`config.mk`:
```
export PLATFORM = sky130hd
export DESIGN_NAME = fetch_stage_flat
export DESIGN_NICKNAME = d
export VERILOG_FILES = /design/src/rtl/fetch_stage_if.sv /design/src/rtl/fetch_stage.sv /design/src/flat_wrapper.sv
export SDC_FILE = /design/constraint.sdc
export NUM_CORES = 1
export LEC_CHECK = 0
export BUFFER_PORTS_ARGS = -buffer_cell sky130_fd_sc_hd__buf_2
export CORE_MARGIN = 8
export CORE_UTILIZATION = 57
export CTS_CLUSTER_SIZE = 14
export DETAILED_ROUTE_END_ITERATION = 10
export HOLD_SLACK_MARGIN = 0.1
export MAX_ROUTING_LAYER = met4
export PLACE_DENSITY = 0.85
export SLEW_MARGIN = 5
export SYNTH_ARGS = -nofsm -noshare
export SYNTH_HDL_FRONTEND = slang
export SYNTH_SLANG_ARGS = --single-unit
```
`constraint.sdc`:
```
create_clock -name clk -period 6.1 [get_ports clk]
set_clock_uncertainty 0.05 [all_clocks]
set_input_delay 0.915 -clock clk [delete_from_list [all_inputs] [get_ports clk]]
set_output_delay 0.915 -clock clk [all_outputs]
set_load 0.01 [all_outputs]
```
`src/rtl/fetch_stage_if.sv`:
```
// Instruction-memory request/ready channel between the fetch stage and imem.
// The fetch stage is the master; it holds imem_addr stable until imem_rdy.
interface fetch_stage_if;
  logic [15:0] imem_addr;
  logic        imem_req;
  logic        imem_rdy;
  logic [15:0] imem_data;

  modport master (
    output imem_addr,
    output imem_req,
    input  imem_rdy,
    input  imem_data
  );

  modport slave (
    input  imem_addr,
    input  imem_req,
    output imem_rdy,
    output imem_data
  );
endinterface

```
`src/rtl/fetch_stage.sv`:
```
// Instruction-fetch stage: PC register, imem handshake, IF/ID register,
// a one-entry skid for words returned under stall, and HALT detection.
module fetch_stage #(
  parameter logic [15:0] RESET_PC    = 16'h0000,
  parameter logic [3:0]  HALT_OPCODE = 4'hF,
  parameter logic [15:0] NOP_INSTR   = 16'h0000
) (
  input  logic          clk,
  input  logic          rst_n,
  fetch_stage_if.master imem,
  input  logic          i_stall,
  input  logic          i_redirect,
  input  logic [15:0]   i_redirect_pc,
  output logic [15:0]   o_pc,
  output logic [15:0]   o_if_id_instr,
  output logic [15:0]   o_if_id_pc,
  output logic [15:0]   o_if_id_pcInc,
  output logic          o_if_id_valid,
  output logic          o_halted
);

  typedef enum logic [1:0] {
    ST_FETCH,
    ST_BUF,
    ST_HALT
  } state_t;

  state_t      r_state;
  logic [15:0] r_pc;
  logic [15:0] r_skid_instr;
  logic [15:0] r_skid_pc;
  logic [15:0] r_if_id_instr;
  logic [15:0] r_if_id_pc;
  logic [15:0] r_if_id_pcInc;
  logic        r_if_id_valid;
  logic        r_halted;

  logic        w_complete;
  logic [15:0] w_src_instr;
  logic [15:0] w_src_pc;
  logic [15:0] w_src_pc_inc;
  logic        w_src_is_halt;

  assign w_complete = (r_state == ST_FETCH) && imem.imem_rdy;

  // The word entering IF/ID comes from the skid in BUF, from imem otherwise.
  always_comb begin
    w_src_instr = imem.imem_data;
    w_src_pc    = r_pc;
    if (r_state == ST_BUF) begin
      w_src_instr = r_skid_instr;
      w_src_pc    = r_skid_pc;
    end
  end

  assign w_src_pc_inc  = w_src_pc + 16'd2;
  assign w_src_is_halt = (w_src_instr[15:12] == HALT_OPCODE);

  always_ff @(posedge clk or negedge rst_n) begin
    if (!rst_n) begin
      r_state       <= ST_FETCH;
      r_pc          <= RESET_PC;
      r_skid_instr  <= NOP_INSTR;
      r_skid_pc     <= '0;
      r_if_id_instr <= NOP_INSTR;
      r_if_id_pc    <= '0;
      r_if_id_pcInc <= '0;
      r_if_id_valid <= 1'b0;
      r_halted      <= 1'b0;
    end else if (i_redirect) begin
      r_state       <= ST_FETCH;
      r_pc          <= i_redirect_pc & 16'hFFFE;
      r_skid_instr  <= NOP_INSTR;
      r_skid_pc     <= '0;
      r_if_id_instr <= NOP_INSTR;
      r_if_id_valid <= 1'b0;
      r_halted      <= 1'b0;
    end else begin
      case (r_state)
        ST_FETCH: begin
          if (w_complete && i_stall) begin
            r_skid_instr <= imem.imem_data;
            r_skid_pc    <= r_pc;
            r_state      <= ST_BUF;
          end else if (w_complete) begin
            r_if_id_instr <= w_src_instr;
            r_if_id_pc    <= w_src_pc;
            r_if_id_pcInc <= w_src_pc_inc;
            r_if_id_valid <= 1'b1;
            if (w_src_is_halt) begin
              r_state  <= ST_HALT;
              r_halted <= 1'b1;
            end else begin
              r_pc <= w_src_pc_inc;
            end
          end else if (!i_stall) begin
            r_if_id_instr <= NOP_INSTR;
            r_if_id_valid <= 1'b0;
          end
        end
        ST_BUF: begin
          if (!i_stall) begin
            r_if_id_instr <= w_src_instr;
            r_if_id_pc    <= w_src_pc;
            r_if_id_pcInc <= w_src_pc_inc;
            r_if_id_valid <= 1'b1;
            r_skid_instr  <= NOP_INSTR;
            if (w_src_is_halt) begin
              r_state  <= ST_HALT;
              r_halted <= 1'b1;
            end else begin
              r_pc    <= w_src_pc_inc;
              r_state <= ST_FETCH;
            end
          end
        end
        ST_HALT: begin
          r_halted <= 1'b1;
        end
        default: begin
          r_state <= ST_FETCH;
        end
      endcase
    end
  end

  assign imem.imem_req  = (r_state == ST_FETCH);
  assign imem.imem_addr = r_pc;

  assign o_pc          = r_pc;
  assign o_if_id_instr = r_if_id_instr;
  assign o_if_id_pc    = r_if_id_pc;
  assign o_if_id_pcInc = r_if_id_pcInc;
  assign o_if_id_valid = r_if_id_valid;
  assign o_halted      = r_halted;

endmodule
```
`src/flat_wrapper.sv`:
```
// flat-port wrapper written by rule: the top's interface ports become plain ports
module fetch_stage_flat 
#(
  parameter logic [15:0] RESET_PC    = 16'h0000,
  parameter logic [3:0]  HALT_OPCODE = 4'hF,
  parameter logic [15:0] NOP_INSTR   = 16'h0000
)
  (clk, rst_n, i_stall, i_redirect, i_redirect_pc, o_pc, o_if_id_instr, o_if_id_pc, o_if_id_pcInc, o_if_id_valid, o_halted, imem_imem_addr, imem_imem_req, imem_imem_rdy, imem_imem_data);
  fetch_stage_if imem_i ();
  input  logic clk;
  input  logic rst_n;
  input  logic i_stall;
  input  logic i_redirect;
  input  logic [15:0] i_redirect_pc;
  output logic [15:0] o_pc;
  output logic [15:0] o_if_id_instr;
  output logic [15:0] o_if_id_pc;
  output logic [15:0] o_if_id_pcInc;
  output logic o_if_id_valid;
  output logic o_halted;
  output wire logic [$bits(imem_i.imem_addr)-1:0] imem_imem_addr;
  output wire logic [$bits(imem_i.imem_req)-1:0] imem_imem_req;
  input wire logic [$bits(imem_i.imem_rdy)-1:0] imem_imem_rdy;
  input wire logic [$bits(imem_i.imem_data)-1:0] imem_imem_data;
  assign imem_imem_addr = imem_i.imem_addr;
  assign imem_imem_req = imem_i.imem_req;
  assign imem_i.imem_rdy = imem_imem_rdy;
  assign imem_i.imem_data = imem_imem_data;
  fetch_stage #(.RESET_PC(RESET_PC), .HALT_OPCODE(HALT_OPCODE), .NOP_INSTR(NOP_INSTR)) u_core (.clk(clk), .rst_n(rst_n), .imem(imem_i), .i_stall(i_stall), .i_redirect(i_redirect), .i_redirect_pc(i_redirect_pc), .o_pc(o_pc), .o_if_id_instr(o_if_id_instr), .o_if_id_pc(o_if_id_pc), .o_if_id_pcInc(o_if_id_pcInc), .o_if_id_valid(o_if_id_valid), .o_halted(o_halted));
endmodule
```
* Yosys cells after proc, flatten, opt, wreduce, memory -nomap -nowiden
Index checks and enable logic that the tools add are counted.
Word-level totals: bits in registers 100, input bits 37
Cells by class: add/subtract/negate cells 1, equality and inequality tests 14, multiplexer cells 47, bitwise gates (word level) 1, reduce and logical (&&, ||, !) cells 15
Operators with widths (count):
- 2-to-1 mux 16 bit | 23
- one-hot mux 16 bit (2 select lines) | 5
- adder 16 x 2 -> 16 bit, second input constant | 1
- AND reduction 4 bit | 4
- 2-to-1 mux 2 bit | 6
- 2-to-1 mux 1 bit | 10
- inequality test 4 x 2 -> 1 bit, second input constant | 2
- inequality test 2 bit, second input constant | 3
- inequality test 3 x 2 -> 1 bit, second input constant | 2
- inequality test 3 bit, second input constant | 2
- one-hot mux 2 bit (3 select lines) | 1
- nonzero test 2 bit | 3
- AND reduction 5 bit | 1
- equality test 4 bit, second input constant | 1
- inequality test 4 x 3 -> 1 bit, second input constant | 1
- nonzero test 4 bit | 1
- one-hot mux 1 bit (3 select lines) | 1
- AND reduction 3 bit | 1
- nonzero test 3 bit | 1
- equality test 2 x 1 -> 1 bit, second input constant | 1
- equality test 2 bit, second input constant | 1
- logical AND 1 bit | 2
- logical NOT 2 bit | 1
- inequality test 2 x 1 -> 1 bit, second input constant | 1
- 3 further kinds | 3

* Longest topological paths before layout
depth in word-level cells 8, gate-level depth with buffers 10, gate-level depth less buffers 6

* Worst setup path after synthesis
OpenSTA, ideal clock, no wires.
kind input port to flip-flop, start in i_stall, end reg u_core.r_skid_pc[7], library setup time 66 ps, arrival time 2120 ps, required time 5984 ps, slack 3864 ps, cell stages on the path 5, buffers on the path 2, cell sequence clkbuf_1 -> inv_1 -> nor3b_1 -> buf_2 -> a22o_1
On the way: word-level cells in the longest chain between the ends 3
Ends and longest elaborated chain:
- from (decl) | line flat_wrapper.sv:12 | input logic i_stall;
- logical AND 1 bit | line fetch_stage.sv:81 | if (w_complete && i_stall) begin
- nonzero test 2 bit (no source line)
- AND reduction 2 bit (no source line)
- to (signal assigned) | line fetch_stage.sv:83 | r_skid_pc <= r_pc;
- to (decl) | line fetch_stage.sv:31 | logic [15:0] r_skid_pc;
No other way between the ends. A chain may end at the register's enable or synchronous reset.

* Worst setup path in the final report
start reg u_core.r_state[1], end reg u_core.r_pc[14] (netlist: u_core.imem.imem_addr[14])
On the way: word-level cells in the longest chain between the ends 8, elaborated cells on any way between the ends 19
Ends and longest elaborated chain:
- from (decl) | line fetch_stage.sv:28 | state_t r_state;
- from (signal assigned) | line fetch_stage.sv:61 | r_state <= ST_FETCH;
- from (signal assigned) | line fetch_stage.sv:71 | r_state <= ST_FETCH;
- from (signal assigned) | line fetch_stage.sv:84 | r_state <= ST_BUF;
- equality test 2 x 1 -> 1 bit | line fetch_stage.sv:50, fetch_stage.sv:79
- 2-to-1 mux 16 bit | line fetch_stage.sv:50 | if (r_state == ST_BUF) begin
- adder 16 x 2 -> 16 bit or equality test 4 bit (tied branches) | line fetch_stage.sv:56, fetch_stage.sv:57
- 2-to-1 mux 16 bit | line fetch_stage.sv:90, fetch_stage.sv:108
- 2-to-1 mux 16 bit | line fetch_stage.sv:85 | end else if (w_complete) begin
- 2-to-1 mux 16 bit | line fetch_stage.sv:81
- one-hot mux 16 bit (2 select lines) | line fetch_stage.sv:79 | case (r_state)
- 2-to-1 mux 16 bit | line fetch_stage.sv:70 | end else if (i_redirect) begin
- to (signal assigned) | line fetch_stage.sv:72 | r_pc <= i_redirect_pc & 16'hFFFE;
- to (signal assigned) | line fetch_stage.sv:94 | r_pc <= w_src_pc_inc;
- to (signal assigned) | line fetch_stage.sv:112 | r_pc <= w_src_pc_inc;
- to (decl) | line fetch_stage.sv:29 | logic [15:0] r_pc;
Several ways; a longest one is shown, not always the timed one. The select of a mux whose other input is x is not followed.

==> results_dict.tcl <==
set metrics [dict create \
    synth_cells 498 \
    wl_per_cell_um 17.3 \
    cts_root_buf "clkbuf_8" \
    clock_path_buffers 2 \
    worstHoldStart "u_core.o_if_id_pcInc[10]" \
    placed_cells 680 \
    cts_hold_buffers 0 \
    path_max_fanout 17 \
    ys_seq_elements 99 \
    hp-class "reg2reg" \
    critPathTopFamily "simple AND/OR/NAND/NOR gates" \
    ys_seq_area_frac 0.522 \
    cts_buffers 9 \
    p_leak_nw 2.73 \
    postCtsSetupBuffers 0 \
    fin_crit_sh 0.447 \
    seqPwrFrac 0.492 \
    max_stage_delay_ps 660 \
    layoutNonFillerInstCount 696 \
    nets 623 \
    relSlewSlack 0.206 \
    setup_violations 0 \
    die-area_um2 11500 \
    cts_htree_levels 3 \
    synth.distinct_cells 41 \
    wirelength_mm 12.0 \
    portBuffers 118 \
    worst_slack_ps 3370 \
    drt-initial-drc-count 162 \
    avgSynthCellArea_um2 9.54 \
    die_w_um 107 \
    p_clk_frac 0.287 \
    peakVddDrop_v 0.000140 \
    place_worst_setup_slack_ps 3110 \
    dpl_cell_area_um2 5260 \
    combPwrFrac 0.221 \
    final_max_slew_viol_count 0 \
    cp_slowest_cell "and2b_1" \
    gp_congestion 0.811 \
    worst_slew_pin_slew_ps 1190 \
    rsz0062_at_grt "false" \
    sw_frac_of_total 0.313 \
    grt_use_total 0.218 \
    grt_pass1_wl_mm 19.6 \
    max_cap_viol_count 0 \
    fin_crit_ps 2730 \
    clkLatencyLatePin_ps 370 \
    cp_cell_sequence "and2b_1 > buf_4 > mux2i_1 > nor3_2 > xor2_1 > o221ai_1" \
    worst-r2r-setup-slack_ps 3370 \
    layout-drive-gt1-share 0.254 \
    first_pass_iters 4 \
    intPower_mw 1.14 \
    core_area_um2 8130 \
    endpoint_kind "flop" \
    cp-start-kind "flop" \
    worstPathRequired_ps 6250 \
    fillCellCount 688 \
    crit_path_start "u_core.r_state[1]" \
    viasPerCell 5.67 \
    vias 3949 \
    area_growth_pct 15.4 \
    ys.flop_type "dfrtp_1" \
    antenna_found_initial 0 \
    r2r_start "u_core.r_state[1]" \
    tns_ps 0 \
    p_sw_mw 0.518 \
    multi_input_area_um2 1990 \
    cts_tree "yes" \
    status "finished clean" \
    syn-num-nets 535 \
    drc 0 \
    num_rows 33 \
    ctsResizeCount 0 \
    initial_utilization 0.584 \
    grt_pass1_vias 4052 \
    criticalPathCategory "reg2reg" \
    die_y_um 107 \
    p_per_area_nw_per_um2 302 \
    design_area_um2 5480 \
    clkTransAtPathRegs_ps 100 \
    netlist_area_um2 4750 \
    diodes 0 \
    hold_viol 0 \
    grt_start_max_net_pins 53 \
    cts_sinks 99 \
    dp_hpwl_mm 8.48 \
    utilization 0.674 \
    overflow 0 \
    async_flop_share 1.00 \
    regArea_um2 2480 \
    yosysWarnings 0 \
    path_buf_inv 1 \
    arrival_ps 2880 \
    synth-edff-count 0 \
    io_pins 120 \
    ant_nets 0 \
    max_freq_ghz 0.367 \
]
## registers in the layout, summed over array words and instances (netlist names)
| name | count |
|---|---|
| u_core.o_if_id_instr | 16 |
| u_core.o_halted | 1 |
| u_core.r_skid_pc | 16 |
| u_core.imem.imem_addr | 16 |
| u_core.o_if_id_valid | 1 |
| u_core.r_skid_instr | 16 |
| u_core.o_if_id_pcInc | 16 |
| u_core.o_if_id_pc | 15 |
| u_core.r_state | 2 |
## path summary, 6_finish.rpt
| check | endpoint | cells after the start |
|---|---|---|
| worst max register to register | u_core.imem.imem_addr[14] | 6 |
| worst max-delay path | u_core.imem.imem_addr[14] | 6 |
| worst min-delay path | u_core.o_if_id_pcInc[10] | 2 |
| min in group asynchronous | u_core.o_if_id_pc[5] | 1 |
| max in group asynchronous | u_core.o_if_id_instr[0] | 2 |
| worst min register to register | u_core.o_if_id_pcInc[10] | 2 |
## cell type report
type / instances / share of cell area
clock buffers: 11 / 0.0258
inverters: 3 / 0.00206
flip-flops and latches: 99 / 0.452
multi-input cells: 348 / 0.363
well taps: 105 / 0.0240
repair buffers: 125 / 0.118
clock inverters: 5 / 0.0151
## per-layer routing
metal  GRT usage  up-vias  wire (um)
met2       0.359      117       5910
met3      0.0689       17       1020
li1            -     1873          -
met1       0.243     1942       4910
met4      0.0834        0        181
met5           -        -          0
## placed cells by master, fill, tap and decap left out, types with 4 or more instances in the layout
cell type / count
o21ai_1: 6
a22o_1: 16
a21oi_1: 21
xor2_1: 6
or3_1: 5
nand3_1: 7
and3_1: 6
mux2i_1: 22
buf_4: 8
o21ai_0: 62
clkbuf_8: 10
nand2_1: 122
nor3_1: 4
dfrtp_1: 99
nor2b_1: 7
a22oi_1: 12
buf_2: 117
nor2_1: 16
## synthesized netlist by cell type (all sizes together) (5+ instances only)
master  number  area share
nand2      122       0.096
a22oi       12       0.019
nor3         5      0.0063
nor2b        7      0.0092
clkbuf      22       0.017
nor2        16       0.013
a22o        16       0.030
mux2i       25       0.059
dfrtp       99        0.52
nand3        7      0.0074
or3          5      0.0066
o21ai       68       0.072
buf         26       0.041
xor2         6       0.011
a21oi       21       0.022
and3         6      0.0079
## metrics by stage
| step | hold WS (ps) | total power [mW] |
|---|---|---|
| global placement | 404 | 1.18 |
| global route | 455 | 1.74 |
| CTS | 436 | 1.66 |
| floorplan | 401 | 1.05 |
| detailed placement | 413 | 1.20 |
| finish | 434 | 1.66 |
## power by group through the flow
stage | clock, mW | sequential, mW | combinational [mW]
floorplan | 0 | 0.852 | 0.193
global placement | 0 | 0.821 | 0.359
detailed placement | 0 | 0.827 | 0.373
CTS | 0.477 | 0.814 | 0.374
global route | 0.505 | 0.827 | 0.408
finish | 0.475 | 0.815 | 0.366
## logic make-up after synthesis
| family | count (synthesis) | share of synthesized area |
|---|---|---|
| and+or+nand+nor | 180 | 0.169 |
| AOI/OAI and AO/OA | 133 | 0.171 |
| DFF | 99 | 0.522 |
| buffers and inverters | 51 | 0.0606 |
| muxes | 26 | 0.0611 |
| xor gates and xnor gates | 9 | 0.0166 |
## worst register-to-register path, cell delays in order, from the launching register on
cell and delay (ps):
dfrtp_1 480, and2b_1 660, buf_4 370, mux2i_1 530, nor3_2 130, xor2_1 220, o221ai_1 130
Note: power is estimated with default switching activity, not from simulation.
